===== src/rtl/param_fifo_pkg.sv =====
// Shared types and helpers for the parameterised synchronous FIFO.
package param_fifo_pkg;

    // Per-cycle operation actually accepted by the FIFO: {read, write}.
    typedef enum logic [1:0] {
        OP_IDLE = 2'b00,
        OP_WR   = 2'b01,
        OP_RD   = 2'b10,
        OP_RW   = 2'b11
    } fifo_op_e;

    // Circular pointer increment for depths that need not be a power of two.
    function automatic int unsigned wrap_inc(input int unsigned ptr, input int unsigned depth);
        return (ptr == depth - 1) ? 0 : ptr + 1;
    endfunction

endpackage : param_fifo_pkg


===== src/rtl/param_fifo_ram.sv =====
// Simple dual-port RAM: one write port and a registered, hold-on-idle read port.
module param_fifo_ram #(
    parameter  int unsigned WIDTH_DATA = 8,
    parameter  int unsigned NUMWORDS   = 16,
    localparam int unsigned AW         = $clog2(NUMWORDS)
) (
    input  logic                  clk,
    input  logic                  rst,
    input  logic                  wr_en_i,
    input  logic [AW-1:0]         wr_addr_i,
    input  logic [WIDTH_DATA-1:0] wr_data_i,
    input  logic                  rd_en_i,
    input  logic [AW-1:0]         rd_addr_i,
    output logic [WIDTH_DATA-1:0] rd_data_o
);

    logic [WIDTH_DATA-1:0] mem_q [NUMWORDS];
    logic [WIDTH_DATA-1:0] rd_data_q;

    // Storage is intentionally not reset.
    always_ff @(posedge clk) begin
        if (wr_en_i) begin
            mem_q[wr_addr_i] <= wr_data_i;
        end
    end

    always_ff @(posedge clk) begin
        if (!rst) begin
            rd_data_q <= '0;
        end else if (rd_en_i) begin
            rd_data_q <= mem_q[rd_addr_i];
        end
    end

    assign rd_data_o = rd_data_q;

endmodule : param_fifo_ram


===== src/rtl/param_fifo.sv =====
// Parameterised single-clock FIFO: pointers, occupancy, flags and optional output stage.
module param_fifo
    import param_fifo_pkg::*;
#(
    parameter  int unsigned WIDTH_DATA = 8,
    parameter  int unsigned NUMWORDS   = 16,
    parameter  int unsigned REG_OUT    = 0,
    localparam int unsigned CW         = $clog2(NUMWORDS + 1)
) (
    input  logic                  clk,
    input  logic                  rst,
    input  logic                  wr_en,
    input  logic [WIDTH_DATA-1:0] wr_data,
    input  logic                  rd_en,
    output logic [WIDTH_DATA-1:0] rd_data,
    output logic                  full,
    output logic                  empty,
    output logic [CW-1:0]         usedw
);

    localparam int unsigned AW = $clog2(NUMWORDS);

    logic [AW-1:0]         wr_ptr_q, wr_ptr_d;
    logic [AW-1:0]         rd_ptr_q, rd_ptr_d;
    logic [CW-1:0]         usedw_q, usedw_d;
    logic                  full_q, full_d;
    logic                  empty_q, empty_d;
    logic                  wr_acc_c;
    logic                  rd_acc_c;
    fifo_op_e              op_c;
    logic [WIDTH_DATA-1:0] ram_rd_data;

    // Requests are qualified against the registered flags only.
    assign wr_acc_c = wr_en && !full_q;
    assign rd_acc_c = rd_en && !empty_q;
    assign op_c     = fifo_op_e'({rd_acc_c, wr_acc_c});

    always_comb begin
        wr_ptr_d = wr_ptr_q;
        rd_ptr_d = rd_ptr_q;
        usedw_d  = usedw_q;
        if (wr_acc_c) begin
            wr_ptr_d = AW'(wrap_inc(32'(wr_ptr_q), NUMWORDS));
        end
        if (rd_acc_c) begin
            rd_ptr_d = AW'(wrap_inc(32'(rd_ptr_q), NUMWORDS));
        end
        case (op_c)
            OP_WR:   usedw_d = usedw_q + CW'(1);
            OP_RD:   usedw_d = usedw_q - CW'(1);
            default: usedw_d = usedw_q;
        endcase
        full_d  = (usedw_d == CW'(NUMWORDS));
        empty_d = (usedw_d == '0);
    end

    always_ff @(posedge clk) begin
        if (!rst) begin
            wr_ptr_q <= '0;
            rd_ptr_q <= '0;
            usedw_q  <= '0;
            full_q   <= 1'b0;
            empty_q  <= 1'b1;
        end else begin
            wr_ptr_q <= wr_ptr_d;
            rd_ptr_q <= rd_ptr_d;
            usedw_q  <= usedw_d;
            full_q   <= full_d;
            empty_q  <= empty_d;
        end
    end

    param_fifo_ram #(
        .WIDTH_DATA (WIDTH_DATA),
        .NUMWORDS   (NUMWORDS)
    ) u_ram (
        .clk       (clk),
        .rst       (rst),
        .wr_en_i   (wr_acc_c),
        .wr_addr_i (wr_ptr_q),
        .wr_data_i (wr_data),
        .rd_en_i   (rd_acc_c),
        .rd_addr_i (rd_ptr_q),
        .rd_data_o (ram_rd_data)
    );

    // Optional retiming stage; it simply follows the RAM output one clock later.
    if (REG_OUT != 0) begin : g_reg_out
        logic [WIDTH_DATA-1:0] out_q;
        always_ff @(posedge clk) begin
            if (!rst) begin
                out_q <= '0;
            end else begin
                out_q <= ram_rd_data;
            end
        end
        assign rd_data = out_q;
    end else begin : g_no_reg_out
        assign rd_data = ram_rd_data;
    end

    assign full  = full_q;
    assign empty = empty_q;
    assign usedw = usedw_q;

endmodule : param_fifo


===== config.mk =====
export PLATFORM = sky130hd
export DESIGN_NAME = param_fifo
export DESIGN_NICKNAME = d
export VERILOG_FILES = /design/src/rtl/param_fifo_pkg.sv /design/src/rtl/param_fifo_ram.sv /design/src/rtl/param_fifo.sv
export SDC_FILE = /design/constraint.sdc
export NUM_CORES = 1
export LEC_CHECK = 0
export CAP_MARGIN = 40
export CORE_MARGIN = 3
export CORE_UTILIZATION = 60
export CTS_BUF_LIST = sky130_fd_sc_hd__clkbuf_4 sky130_fd_sc_hd__clkbuf_8
export DETAILED_ROUTE_END_ITERATION = 10
export GPL_ROUTABILITY_DRIVEN = 1
export PLACE_DENSITY = 0.78
export SLEW_MARGIN = 20
export SYNTH_ARGS = -nofsm -noshare
export SYNTH_HDL_FRONTEND = slang
export SYNTH_HIERARCHICAL = 1
export SYNTH_SLANG_ARGS = --single-unit
export TNS_END_PERCENT = 1

===== constraint.sdc =====
create_clock -name clk -period 2.5 [get_ports clk]
set_input_delay 0.5 -clock clk [delete_from_list [all_inputs] [get_ports clk]]
set_output_delay 0.5 -clock clk [all_outputs]
set_load 0.03 [all_outputs]

Word-level counts from Yosys, hierarchy flattened
Memory sizes are Yosys's and may differ from the RTL's. A register that Yosys moved wholly into a read port is not among the register bits.
Cells that the tools add are included.
W data, S select, Z words.
{ "classes": {"n_addsub": 4, "eq_ne": 5, "muxes": 5, "n_reduce_logical": 6} }
{ "ops": {"columns": ["cell", "n"], "rows": [
  ["$pmux W5 S2", 1],
  ["$add A4 B1 Y4 const B", 2],
  ["$eq A4 B4 Y1 const B", 2],
  ["$mux W4", 2],
  ["$add A5 B1 Y5 const B", 1],
  ["$eq A5 B5 Y1 const B", 1],
  ["$logic_not A5 Y1", 1],
  ["$sub A5 B1 Y5 const B", 1],
  ["$logic_not A1 Y1", 3],
  ["$eq A2 B1 Y1 const B", 1],
  ["$eq A2 B2 Y1 const B", 1],
  ["$logic_and A1 B1 Y1", 2],
  ["$mux W1", 2]
]} }
{ "totals": {"regBits": 15, "ramBits": 128, "inputBits": 12, "output_inout_bits": 15, "wordCells": 26, "memories": 1} }
{ "mem_list": {"columns": ["memory", "words", "width", "rd", "rd_ports_with_merged_regs", "wr", "line_no", "source"], "rows": [
  ["u_ram.mem_q", 16, 8, 1, 1, 1, "param_fifo_ram.sv:17", "logic [WIDTH_DATA-1:0] mem_q [NUMWORDS];"]
]} }

Longest topological paths before layout
Gate-level depths: netlist of run 1.
{ "depth": {"depth_word": 5, "ltp_mapped": 12, "ltp_nobuf": 11} }

By module
The synthesis of run 1 kept the hierarchy.
{ "modules_own_cells": {"columns": ["module", "instances", "cells_per_inst", "area_each_um2"], "rows": [
  ["param_fifo_ram", 1, 318, 5351.4],
  ["param_fifo", 1, 99, 849.6]
]} }

Worst setup path before layout of run 1
No wires, ideal clock.
{ "synth_path": {"path_type": "register -> register", "from": "register empty_q (netlist: empty)", "to": "register full_q (netlist: full)", "setup_ns": 0.115, "arrival_time_ns": 2.053, "path_slack_ns": 0.332, "path_stages_with_launch": 13, "path_buffers": 1, "cell_sequence": "dfxtp_1 > nand2b_1 > buf_6 > inv_4 > nand2_2 > xnor2_1 > ha_1 > nor2b_1 > a31oi_1 > o32ai_2 > xnor2_1 > nor2_2 > and3_1"} }
{ "synth_via": {"elab_chain_len": 5, "elab_cells_between_ends": 6} }
{ "synth_rtl": {"columns": ["item", "line_no", "source"], "rows": [
  ["start, declared", "param_fifo.sv:27", "logic empty_q, empty_d;"],
  ["start signal, assigned", "param_fifo.sv:69", "empty_q <= empty_d;"],
  ["$logic_not A1 Y1 *", "param_fifo.sv:35", "assign rd_acc_c = rd_en && !empty_q;"],
  ["$logic_and A1 B1 Y1 *", "param_fifo.sv:35", null],
  ["net rd_acc_c", "param_fifo.sv:29", "logic rd_acc_c;"],
  ["$eq A2 B2 Y1 / $eq A2 B1 Y1 (equally long branches)", "param_fifo.sv:48", "case (op_c)"],
  ["$pmux W5 S2 *", "param_fifo.sv:48", null],
  ["$eq A5 B5 Y1 *", "param_fifo.sv:53", "full_d = (usedw_d == CW'(NUMWORDS));"],
  ["end signal, assigned", "param_fifo.sv:68", "full_q <= full_d;"],
  ["end, declared", "param_fifo.sv:26", "logic full_q, full_d;"]
]} }
Mark *: on every way through the listed nets, which the timed path passes. The rest lies on a longest branch.
A chain may end at the register's enable or synchronous reset.

Worst setup path after layout of run 1
{ "layout_path": {"from": "input port rd_en", "to": "register full_q (netlist: full)"} }
{ "layout_via": {"elab_chain_len": 4, "elab_cells_between_ends": 5} }
{ "layout_rtl": {"columns": ["item", "line_no", "source"], "rows": [
  ["start, declared", "param_fifo.sv:14", "input logic rd_en,"],
  ["$logic_and A1 B1 Y1 *", "param_fifo.sv:35", null],
  ["net rd_acc_c", "param_fifo.sv:29", null],
  ["$eq A2 B2 Y1 / $eq A2 B1 Y1 (equally long branches)", "param_fifo.sv:48", null],
  ["$pmux W5 S2 *", "param_fifo.sv:48", null],
  ["$eq A5 B5 Y1 *", "param_fifo.sv:53", null]
]} }
Marked as above.

==> results of run 1 <==
-- cells in the final DEF (no fill, tap or decap), drive strengths merged, types with 5 or more instances in the layout --
cell type | Yosys | layout
mux2i | 65 | 65
nand3 | 27 | 27
a21oi | 20 | 20
nor2 | 27 | 27
clkbuf | 1 | 20
edfxtp | 128 | 128
nor3 | 6 | 6
a22oi | 24 | 24
clkinv | 1 | 9
nor2b | 5 | 5
clkdlybuf4s50 | 0 | 26
xnor2 | 5 | 5
nand2b | 5 | 5
buf | 19 | 28
nand2 | 30 | 30
dfxtp | 23 | 23
-- Yosys cell counts, types with 4 or more instances --
master and count:
a21oi_1 20, a22oi_1 24, buf_2 5, buf_6 4, dfxtp_1 23, edfxtp_1 128
ha_1 4, mux2i_1 65, nand2_1 29, nand2b_1 4, nand3_1 27, nor2_1 23
nor2b_1 5, nor3_1 5, xnor2_1 5
-- routing by layer --
| metal | global-route usage [%] | share of wire, % | wire length [um] | vias to the layer above |
|---|---|---|---|---|
| met3 | 4.56 | 7.3 | 885 | 19 |
| met2 | 34.5 | 50 | 6040 | 144 |
| met1 | 31.1 | 41 | 4960 | 1788 |
| met5 | 0 | 0 | 0 | - |
| li1 | - | - | - | 1686 |
| met4 | 11.5 | 2.1 | 259 | 0 |
-- stage by stage --
step | cell area [um2] | setup slack, ns | hold slack [ns] | setup TNS (ns) | std cells
after CTS | 7060 | 0.276 | 0.462 | 0 | 616
final | 7060 | 0.257 | 0.460 | 0 | 616
after global placement | 6670 | -0.0601 | 0.438 | -0.0601 | 584
after floorplan | 6200 | 0.332 | 0.501 | 0 | 417
after global routing | 7060 | 0.116 | 0.486 | 0 | 616
after detailed placement | 6670 | -0.195 | 0.444 | -0.348 | 584
-- flip-flops by register name, summed over array words and instances, names as in the netlist --
register / flops
usedw: 5
u_ram/rd_data_o: 8
wr_ptr_q: 4
full: 1
empty: 1
u_ram/mem_q: 128
rd_ptr_q: 4
-- report_power, final --
group          internal [W]  switching [W]  leakage, nW
sequential          0.00282      0.0000845         1.34
combinational      0.000304       0.000447        0.721
clock              0.000999       0.000826        0.203
total               0.00412        0.00136         2.27
-- critical path, stage by stage --
cell and delay [ns]:
clkdlybuf4s50_1 0.45, nand2b_1 0.12, inv_4 0.08, nand2_2 0.06
xnor2_1 0.16, ha_1 0.21, nor2b_1 0.19, a31oi_1 0.12
o32ai_2 0.26, xnor2_1 0.20, nor2_2 0.06, and3_1 0.18
-- worst max path at each step --
stage | startpoint | to | slack (ns) | cells after the start
6_report | rd_en | full | 0.26 | 12
5_1_grt | rd_en | full | 0.12 | 12
4_1_cts | rd_en | full | 0.28 | 12
3_5_place_dp | rd_en | full | -0.20 | 12
3_3_place_gp | rd_en | full | -0.06 | 12
2_1_floorplan | empty | full | 0.33 | 12
-- kinds of logic (layout without fill, tap and decap cells) --
| kind of cell | after synthesis | in the layout | synth area share [%] |
|---|---|---|---|
| XOR/XNOR | 8 | 8 | 1.13 |
| multiplexers | 65 | 65 | 10.5 |
| flip-flops | 151 | 151 | 69.4 |
| buffers and inverters | 24 | 90 | 3.53 |
| AO/OA/AOI/OAI | 56 | 56 | 5.99 |
| adder cells (fa/ha/maj) | 4 | 4 | 0.807 |
| AND/OR/NAND/NOR | 109 | 109 | 8.64 |
-- final cells by class --
cell class | count | area share [%]
sequential | 151 | 61.1
clock buffer | 20 | 3.64
tap | 133 | 2.36
timing repair buffer | 54 | 6.85
clock inverter | 12 | 1.90
inverter | 4 | 0.426
multi-input combinational | 242 | 23.8
==> summary.txt, run 1 <==
Run status: complete, no violations
First drt pass iteration count: 6
Share of the synthesized area in the top cell type: 62.0%
Final worst-path cycle share: 89.7%
Via count of the first global-routing pass: 3,488
Static leakage: 2.27 nW
Leading cell types by total area after synthesis: edfxtp_1 (62%), mux2i_1 (10%), dfxtp_1 (7.4%), a22oi_1 (2.9%), nand3_1 (2.2%)
Initial antenna violation count: 0
Path type of the worst min-delay path: reg -> reg
Gp weighted congestion: 0.830
Maximum operating frequency: 446 MHz
Cell Rows: 36
Filler cell count in the final layout: 674
Wirelength per Cell: 19.7 um
Proportion of register bits with asynchronous set or reset after synthesis: 0%
Syn. warnings: 6
Core footprint: 9910 um2
Setup slack on the worst flop-to-flop path: 0.38 ns
Worst setup path category: in -> reg
Num CTS Buffers: 17
Detailed Route WL: 12.1 mm
Relative slew margins: 49.1%
Maximum number of pins on one net before global-route repair: 28
Post-DR vias/cell: 5.90
Nets@finish: 486
Post-route ant nets: 0
Beginning of the worst hold path: u_ram/rd_data_o[3]
Top Ports: 27
Number of clock sinks: 151
Worst Path Required: 2.84 ns
Worst r2r dst: full
Multi-input combinational cell area: 1680 um2
Net count of the mapped netlist: 433
Tmin final: 2.24 ns
Die footprint: 11,600 um2
Count of inserted antenna diode cells: 0
DPL Wire Length: 7.72 mm
P&R area growth vs syn: 13.8%
Count of buffers added by post-CTS timing repair for setup: 0
Port Buffers: 26
Vias post-DR: 3,637
Launch point of the worst reg-to-reg path: empty
TritonCTS clock tree: yes
Clock Latency Late Sink: 0.44 ns
Data arrival time of the critical path: 2.58 ns
Root Buffer: clkbuf_8
Number of max-slew violations in the final report: 0
Number of register bits inferred by synthesis: 151
Initial DRC count: 338
Ys flop type: edfxtp_1
Number of standard cells after synthesis: 417
Global-route wire length before repair: 18.9 mm
Post-synth EDFFs: 128
End-of-flow core utilization: 71.2%
End point of the worst hold path: u_ram/rd_data_o[3]
Overall overflow remaining after global route: 0
Total chip power: 0.00548 W
Nature of the critical path endpoint: flop
Aggregate global-route resource usage: 22.6%
RSZ-0062 raised after global routing: false
Length in cells of the worst reg-to-reg path: 11
Cell Area, Synth: 6200 um2
Maximum vdd ir drop: 0.477 mV
Post-CTS clock slew at the launch and capture registers of the worst setup and hold paths: 0.08 ns
Worst-margin pin slew: 0.763 ns
Mapped Avg Cell Area: 14.9 um2
Sequential share of the synthesized area: 69.4%
Power per cell area: 777 nW/um2
DIE HEIGHT: 108 um
FF/Latch Area: 4310 um2
Hold-fix buffer count after cts: 0
Effective utilization at floorplan: 62.6%
Buffer levels on the longest clock path: 2
Final-report setup violation count: 0
Crit path launch type: input pin
Clock Skew: 0.00966 ns
Number of design rule violations left after detail routing: 0
Max-Cap Viols: 0
Cell type with the highest aggregate area in the netlist: edfxtp_1
Number of distinct standard cells referenced by the synthesized netlist: 43
Floorplan die width: 108 um
Fraction of layout cells with a size suffix above 1: 14.1%
Max FO, Critical Path: 3
H-tree depth: 4
Hold Path Depth: 2
Post_cts resized: 0
Number of hold violations in the final report: 0
No activity file was read; power rests on OpenSTA's default activity.
==> run 2: changes to the inputs <==
clock period = 2.4 ns   (was 2.5 ns; I/O delays follow)
==> run 2 against run 1 <==
Against the previous run:
- routed wire length up 1.5%
- count of clock-buffer cells in the layout is 1 higher
- register-to-register slack worse by 0.04 ns
- sequential power rose by 4%
- first-iteration DRC count decreased by 29%
- critical path depth stayed put
- clock power increased by 4%
- final area increased by 0.39%
- highest routed layer unchanged
- die area unchanged
- power increased by 4.4%
- global-route usage increased by 0.10 points
- clock skew barely moved
==> summary.txt, run 2 (synthesis results as in run 1) <==
Sequential share of power: 52.9% (about the same)
Buffer levels on the longest clock path: 2 (unchanged)
Worst-margin pin slew: 0.794 ns (+0.0313 ns)
Register containing the most flip-flops in the final layout: u_ram/mem_q
TritonCTS clock tree: yes
Max-Cap Viols: 0 (unchanged)
Cell internal power dissipation: 0.00426 W (+3.3%)
Count of inserted antenna diode cells: 0 (unchanged)
Hold-fix buffer count after cts: 0 (unchanged)
Worst Path Required: 2.72 ns (-0.12 ns)
Floorplan die width: 108 um (unchanged)
Initial DRC count: 239 (-29%)
Final setup TNS: 0 ns (unchanged)
Proportion of power drawn by combinational gates: 14.1% (+0.4 points)
Proportion of total power due to net switching: 25.5% (+0.77 points)
Number of clock sinks: 151 (unchanged)
Cell Rows: 36 (unchanged)
P&R area growth vs syn: 14.2%
Via count of the first global-routing pass: 3,530 (+1.2%)
Top Ports: 27 (unchanged)
Crit path launch type: input pin
Post-route ant nets: 0 (unchanged)
Overall overflow remaining after global route: 0 (unchanged)
Final-report setup violation count: 0 (unchanged)
Most used cells in the layout excluding fill and tap cells: edfxtp_1 (128), mux2i_1 (65), buf_4 (30)
Relative contribution of the clock network to total power: 33.0% (-0.3 points)
Final worst-path cycle share: 91.1%
Length in cells of the worst reg-to-reg path: 11 (unchanged)
Sw Pwr: 0.00146 W (+7.6%)
Clock Latency Late Sink: 0.42 ns (-0.02 ns)
First drt pass iteration count: 5 (-1)
Path type of the worst min-delay path: reg -> reg
Global-route wire length before repair: 19.4 mm (+2.9%)
Fraction of layout cells with a size suffix above 1: 15.2% (+1.1 points)
DPL Wire Length: 8.00 mm (+3.5%)
Port Buffers: 26 (unchanged)
Worst setup path category: in -> reg
Effective utilization at floorplan: 62.6% (unchanged)
Global routing usage on met1: 31.8% (+0.67 points)
Nets@finish: 489 (+0.62%)
Max FO, Critical Path: 3 (unchanged)
RSZ-0062 raised after global routing: false
Detailed Route WL: 12.3 mm (+1.5%)
Number of design rule violations left after detail routing: 0 (unchanged)
Wirelength per Cell: 19.9 um (+1.0%)
Flip-flop count of the largest register, all copies and words added: 128 (unchanged)
Data arrival time of the critical path: 2.50 ns (-0.08 ns)
Run status: complete, no violations
Post-DR vias/cell: 5.92 (+0.20%)
Num CTS Buffers: 17 (unchanged)
Maximum number of pins on one net before global-route repair: 32 (+14%)
Initial antenna violation count: 0 (unchanged)
Core footprint: 9910 um2 (unchanged)
Clock Skew: 0.0101 ns (+0.000407 ns)
Global-route met2 utilization: 36.5% (+2.0 points)
Nature of the critical path endpoint: flop
Tmin final: 2.19 ns
Static leakage: 2.28 nW (+0.51%)
Total chip power: 0.00572 W (+4.4%)
Relative slew margins: 47.0% (-2.1 points)
End-of-flow core utilization: 71.5% (+0.28 points)
Maximum vdd ir drop: 0.538 mV (+13%)
GRT met3 Usage: 4.08% (-0.48 points)
Post-place instance area: 6690 um2 (+0.34%)
H-tree depth: 4 (unchanged)
DIE HEIGHT: 108 um (unchanged)
Post_cts resized: 0 (unchanged)
Number of max-slew violations in the final report: 0 (unchanged)
Global routing's busiest layer: met2
Number of hold violations in the final report: 0 (unchanged)
Post-CTS clock slew at the launch and capture registers of the worst setup and hold paths: 0.08 ns (about the same)
Maximum operating frequency: 457 MHz
Aggregate global-route resource usage: 22.7% (+0.10 points)
Count of buffers added by post-CTS timing repair for setup: 0 (unchanged)
Leading cell type in the layout, fill and taps excluded: edfxtp_1
Gp weighted congestion: 0.802 (-3.4%)
Power per cell area: 808 nW/um2 (+4.0%)
Vias post-DR: 3,662 (+0.69%)
Hold Path Depth: 2 (unchanged)
Die footprint: 11,600 um2 (unchanged)
Area of all placed cells without fillers: 7080 um2 (+0.39%)
Root Buffer: clkbuf_8
==> run 2: routing by layer <==
metal,wire length (um),vias up,part of all wire [%]
met4,182,0,1.5
li1,-,1695,-
met1,5340,1813,43
met3,748,14,6.1
met2,6060,140,49
met5,0,-,0
==> run 2: power groups by stage <==
stage | Sequential [W] | Combinational (W) | Clock (W)
after floorplan | 0.00317 | 0.000393 | 0
after global placement | 0.00308 | 0.000782 | 0
after detailed placement | 0.00308 | 0.000804 | 0
after CTS | 0.00302 | 0.000810 | 0.00191
after global routing | 0.00304 | 0.000874 | 0.00202
final | 0.00302 | 0.000809 | 0.00189
==> run 2: layout make-up <==
cell class,instances,area [um2]
well taps,133,166
flip-flops and latches,151,4310
fillers,659,2830
inverters,4,30.0
repair buffers,57,505
clock inverters,11,125
multi-input cells,242,1680
clock buffers,21,270
==> run 2: worst paths after layout <==
check                                        start            endpoint  slack (ns)
worst max-delay path                         rd_en                full        0.21
worst min-delay path            u_ram/rd_data_o[4]  u_ram/rd_data_o[4]        0.46
worst max register to register               empty                full        0.34
worst min register to register  u_ram/rd_data_o[4]  u_ram/rd_data_o[4]        0.46
==> run 2: critical path, stage by stage <==
cell and delay, ns:
clkdlybuf4s50_1 0.45, nand2b_1 0.10, inv_4 0.07, nand2_2 0.05
xnor2_1 0.13, ha_1 0.19, nor2b_1 0.20, a31oi_1 0.13
o32ai_2 0.25, xnor2_1 0.21, nor2_2 0.06, and3_1 0.17
==> run 2: per-stage QoR <==
step | instances | hold slack [ns] | setup WS (ns)
after CTS | 619 | 0.474 | 0.231
after global routing | 619 | 0.489 | 0.0266
after detailed placement | 587 | 0.455 | -0.211
after floorplan | 417 | 0.501 | 0.232
final | 619 | 0.464 | 0.214
after global placement | 587 | 0.439 | -0.111
==> run 3: changes to the inputs <==
PLACE_DENSITY = 0.77   (was 0.78)
==> run 3 against run 2 <==
Against the previous run:
- via count down 1.6%
- clock skew about the same
- fmax down 0.42%
- critical endpoint unchanged
- highest routed layer unchanged
==> summary.txt, run 3 (synthesis results as in run 1) <==
Worst setup path category: in -> reg
Number of clock sinks: 151 (unchanged)
Die footprint: 11,600 um2 (unchanged)
Static leakage: 2.34 nW (+2.7%)
Count of buffers added by post-CTS timing repair for setup: 0 (unchanged)
Max FO, Critical Path: 3 (unchanged)
Post-route ant nets: 0 (unchanged)
End-of-flow core utilization: 72.5% (+1.0 points)
Floorplan die width: 108 um (unchanged)
Leading cell type in the layout, fill and taps excluded: edfxtp_1
Power per cell area: 848 nW/um2 (+5.0%)
Final-report setup violation count: 0 (unchanged)
Root Buffer: clkbuf_8
Buffer levels on the longest clock path: 2 (unchanged)
Cell Rows: 36 (unchanged)
Effective utilization at floorplan: 62.6% (unchanged)
Relative slew margins: 51.0% (+4.0 points)
H-tree depth: 4 (unchanged)
Core footprint: 9910 um2 (unchanged)
Data arrival time of the critical path: 2.53 ns (+0.03 ns)
Worst-margin pin slew: 0.734 ns (-0.0599 ns)
Hold-fix buffer count after cts: 0 (unchanged)
Cells after DPL: 590 (+0.51%)
Detailed Route WL: 12.2 mm (-0.90%)
Final setup TNS: 0 ns (unchanged)
RSZ-0062 raised after global routing: false
Aggregate global-route resource usage: 22.9% (+0.20 points)
Non-filler instance count after layout: 621 (+0.32%)
Nature of the critical path endpoint: flop
Post_cts resized: 0 (unchanged)
Register containing the most flip-flops in the final layout: u_ram/mem_q
Final worst-path cycle share: 91.5% (+0.39 points)
Wirelength per Cell: 19.7 um (-1.2%)
Most used cells in the layout excluding fill and tap cells: edfxtp_1 (128), mux2i_1 (65), buf_4 (33)
Clock Skew: 0.00983 ns (-0.000235 ns)
Max-Cap Viols: 0 (unchanged)
Count of inserted antenna diode cells: 0 (unchanged)
DIE HEIGHT: 108 um (unchanged)
Gp weighted congestion: 0.864 (+7.8%)
Hold Slack: 0.460 ns (-0.00335 ns)
Crit path launch type: input pin
DPL Wire Length: 7.67 mm (-4.0%)
Total chip power: 0.00610 W (+6.6%)
Filler cell count in the final layout: 656 (-0.46%)
Number of hold violations in the final report: 0 (unchanged)
Worst Path Required: 2.73 ns (about the same)
Setup slack on the worst flop-to-flop path: 0.33 ns (about the same)
Path type of the worst min-delay path: reg -> reg
Port Buffers: 26 (unchanged)
First drt pass iteration count: 5 (unchanged)
Initial DRC count: 276 (+15%)
Nets@finish: 492 (+0.61%)
Clock Latency Late Sink: 0.44 ns (+0.02 ns)
Post-DR vias/cell: 5.81 (-1.9%)
Overall overflow remaining after global route: 0 (unchanged)
Maximum number of pins on one net before global-route repair: 41 (+28%)
P&R area growth vs syn: 15.9%
Initial antenna violation count: 0 (unchanged)
Number of max-slew violations in the final report: 0 (unchanged)
Run status: complete, no violations
Vias post-DR: 3,605 (-1.6%)
Num CTS Buffers: 17 (unchanged)
Maximum vdd ir drop: 0.534 mV (-0.64%)
Via count of the first global-routing pass: 3,753 (+6.3%)
Fraction of layout cells with a size suffix above 1: 15.6% (+0.35 points)
Global-route wire length before repair: 19.4 mm (-0.39%)
Tmin final: 2.20 ns (+0.00931 ns)
Number of design rule violations left after detail routing: 0 (unchanged)
Flip-flop count of the largest register, all copies and words added: 128 (unchanged)
Post-CTS clock slew at the launch and capture registers of the worst setup and hold paths: 0.08 ns (about the same)
Maximum operating frequency: 455 MHz (-0.42%)
Top Ports: 27 (unchanged)
TritonCTS clock tree: yes
run 3: changes by cell type in the layout (fill, tap and decap cells not counted):
cell | previous run | this run
bufinv_16 | 2 | 6
clkinv_2 | 3 | 4
clkinvlp_4 | 2 | 0
buf_4 | 30 | 33
clkinv_4 | 2 | 0
inv_6 | 2 | 0
clkbuf_4 | 3 | 2
clkbuf_8 | 18 | 19
run 3: final timing paths:
| kind | startpoint | end | cells past startpoint |
|---|---|---|---|
| max | rd_en | full | 12 |
| max reg2reg | empty | full | 11 |
| min | u_ram/rd_data_o[5] | u_ram/rd_data_o[5] | 2 |
| min reg2reg | u_ram/rd_data_o[5] | u_ram/rd_data_o[5] | 2 |
run 3: per-stage QoR:
stage | cell area (um2) | setup slack [ns]
6_report | 7190 | 0.204
5_1_grt | 7190 | 0.0796
4_1_cts | 7190 | 0.222
3_5_place_dp | 6710 | -0.224
3_3_place_gp | 6710 | -0.130
2_1_floorplan | 6200 | 0.232
run 3: report_power, final:
group	internal [W]	switching, W	total, W
sequential	0.00294	0.0000900	0.00303
clock	0.00141	0.000861	0.00227
combinational	0.000333	0.000465	0.000798
run 3: cell type report:
class	count	area [um2]	area share, %
Clock buffer	21	277	3.85
Clock inverter	10	200	2.79
Inverter	4	30.0	0.418
Multi-Input combinational cell	242	1680	23.3
Sequential cell	151	4310	59.9
Tap cell	133	166	2.32
Timing Repair Buffer	60	528	7.35
run 3: worst max-delay path, cell delays in order:
cell and delay, ns:
clkdlybuf4s50_1 0.46, nand2b_1 0.10, inv_4 0.07, nand2_2 0.05
xnor2_1 0.15, ha_1 0.21, nor2b_1 0.21, a31oi_1 0.12
o32ai_2 0.24, xnor2_1 0.20, nor2_2 0.06, and3_1 0.17
run 3: metal layers:
metal,global-route usage (%),wire (um),vias up
met4,10.6,321,0
met5,0,0,-
met2,38.1,6170,141
met3,5.76,977,27
met1,28.3,4750,1743
li1,-,-,1694
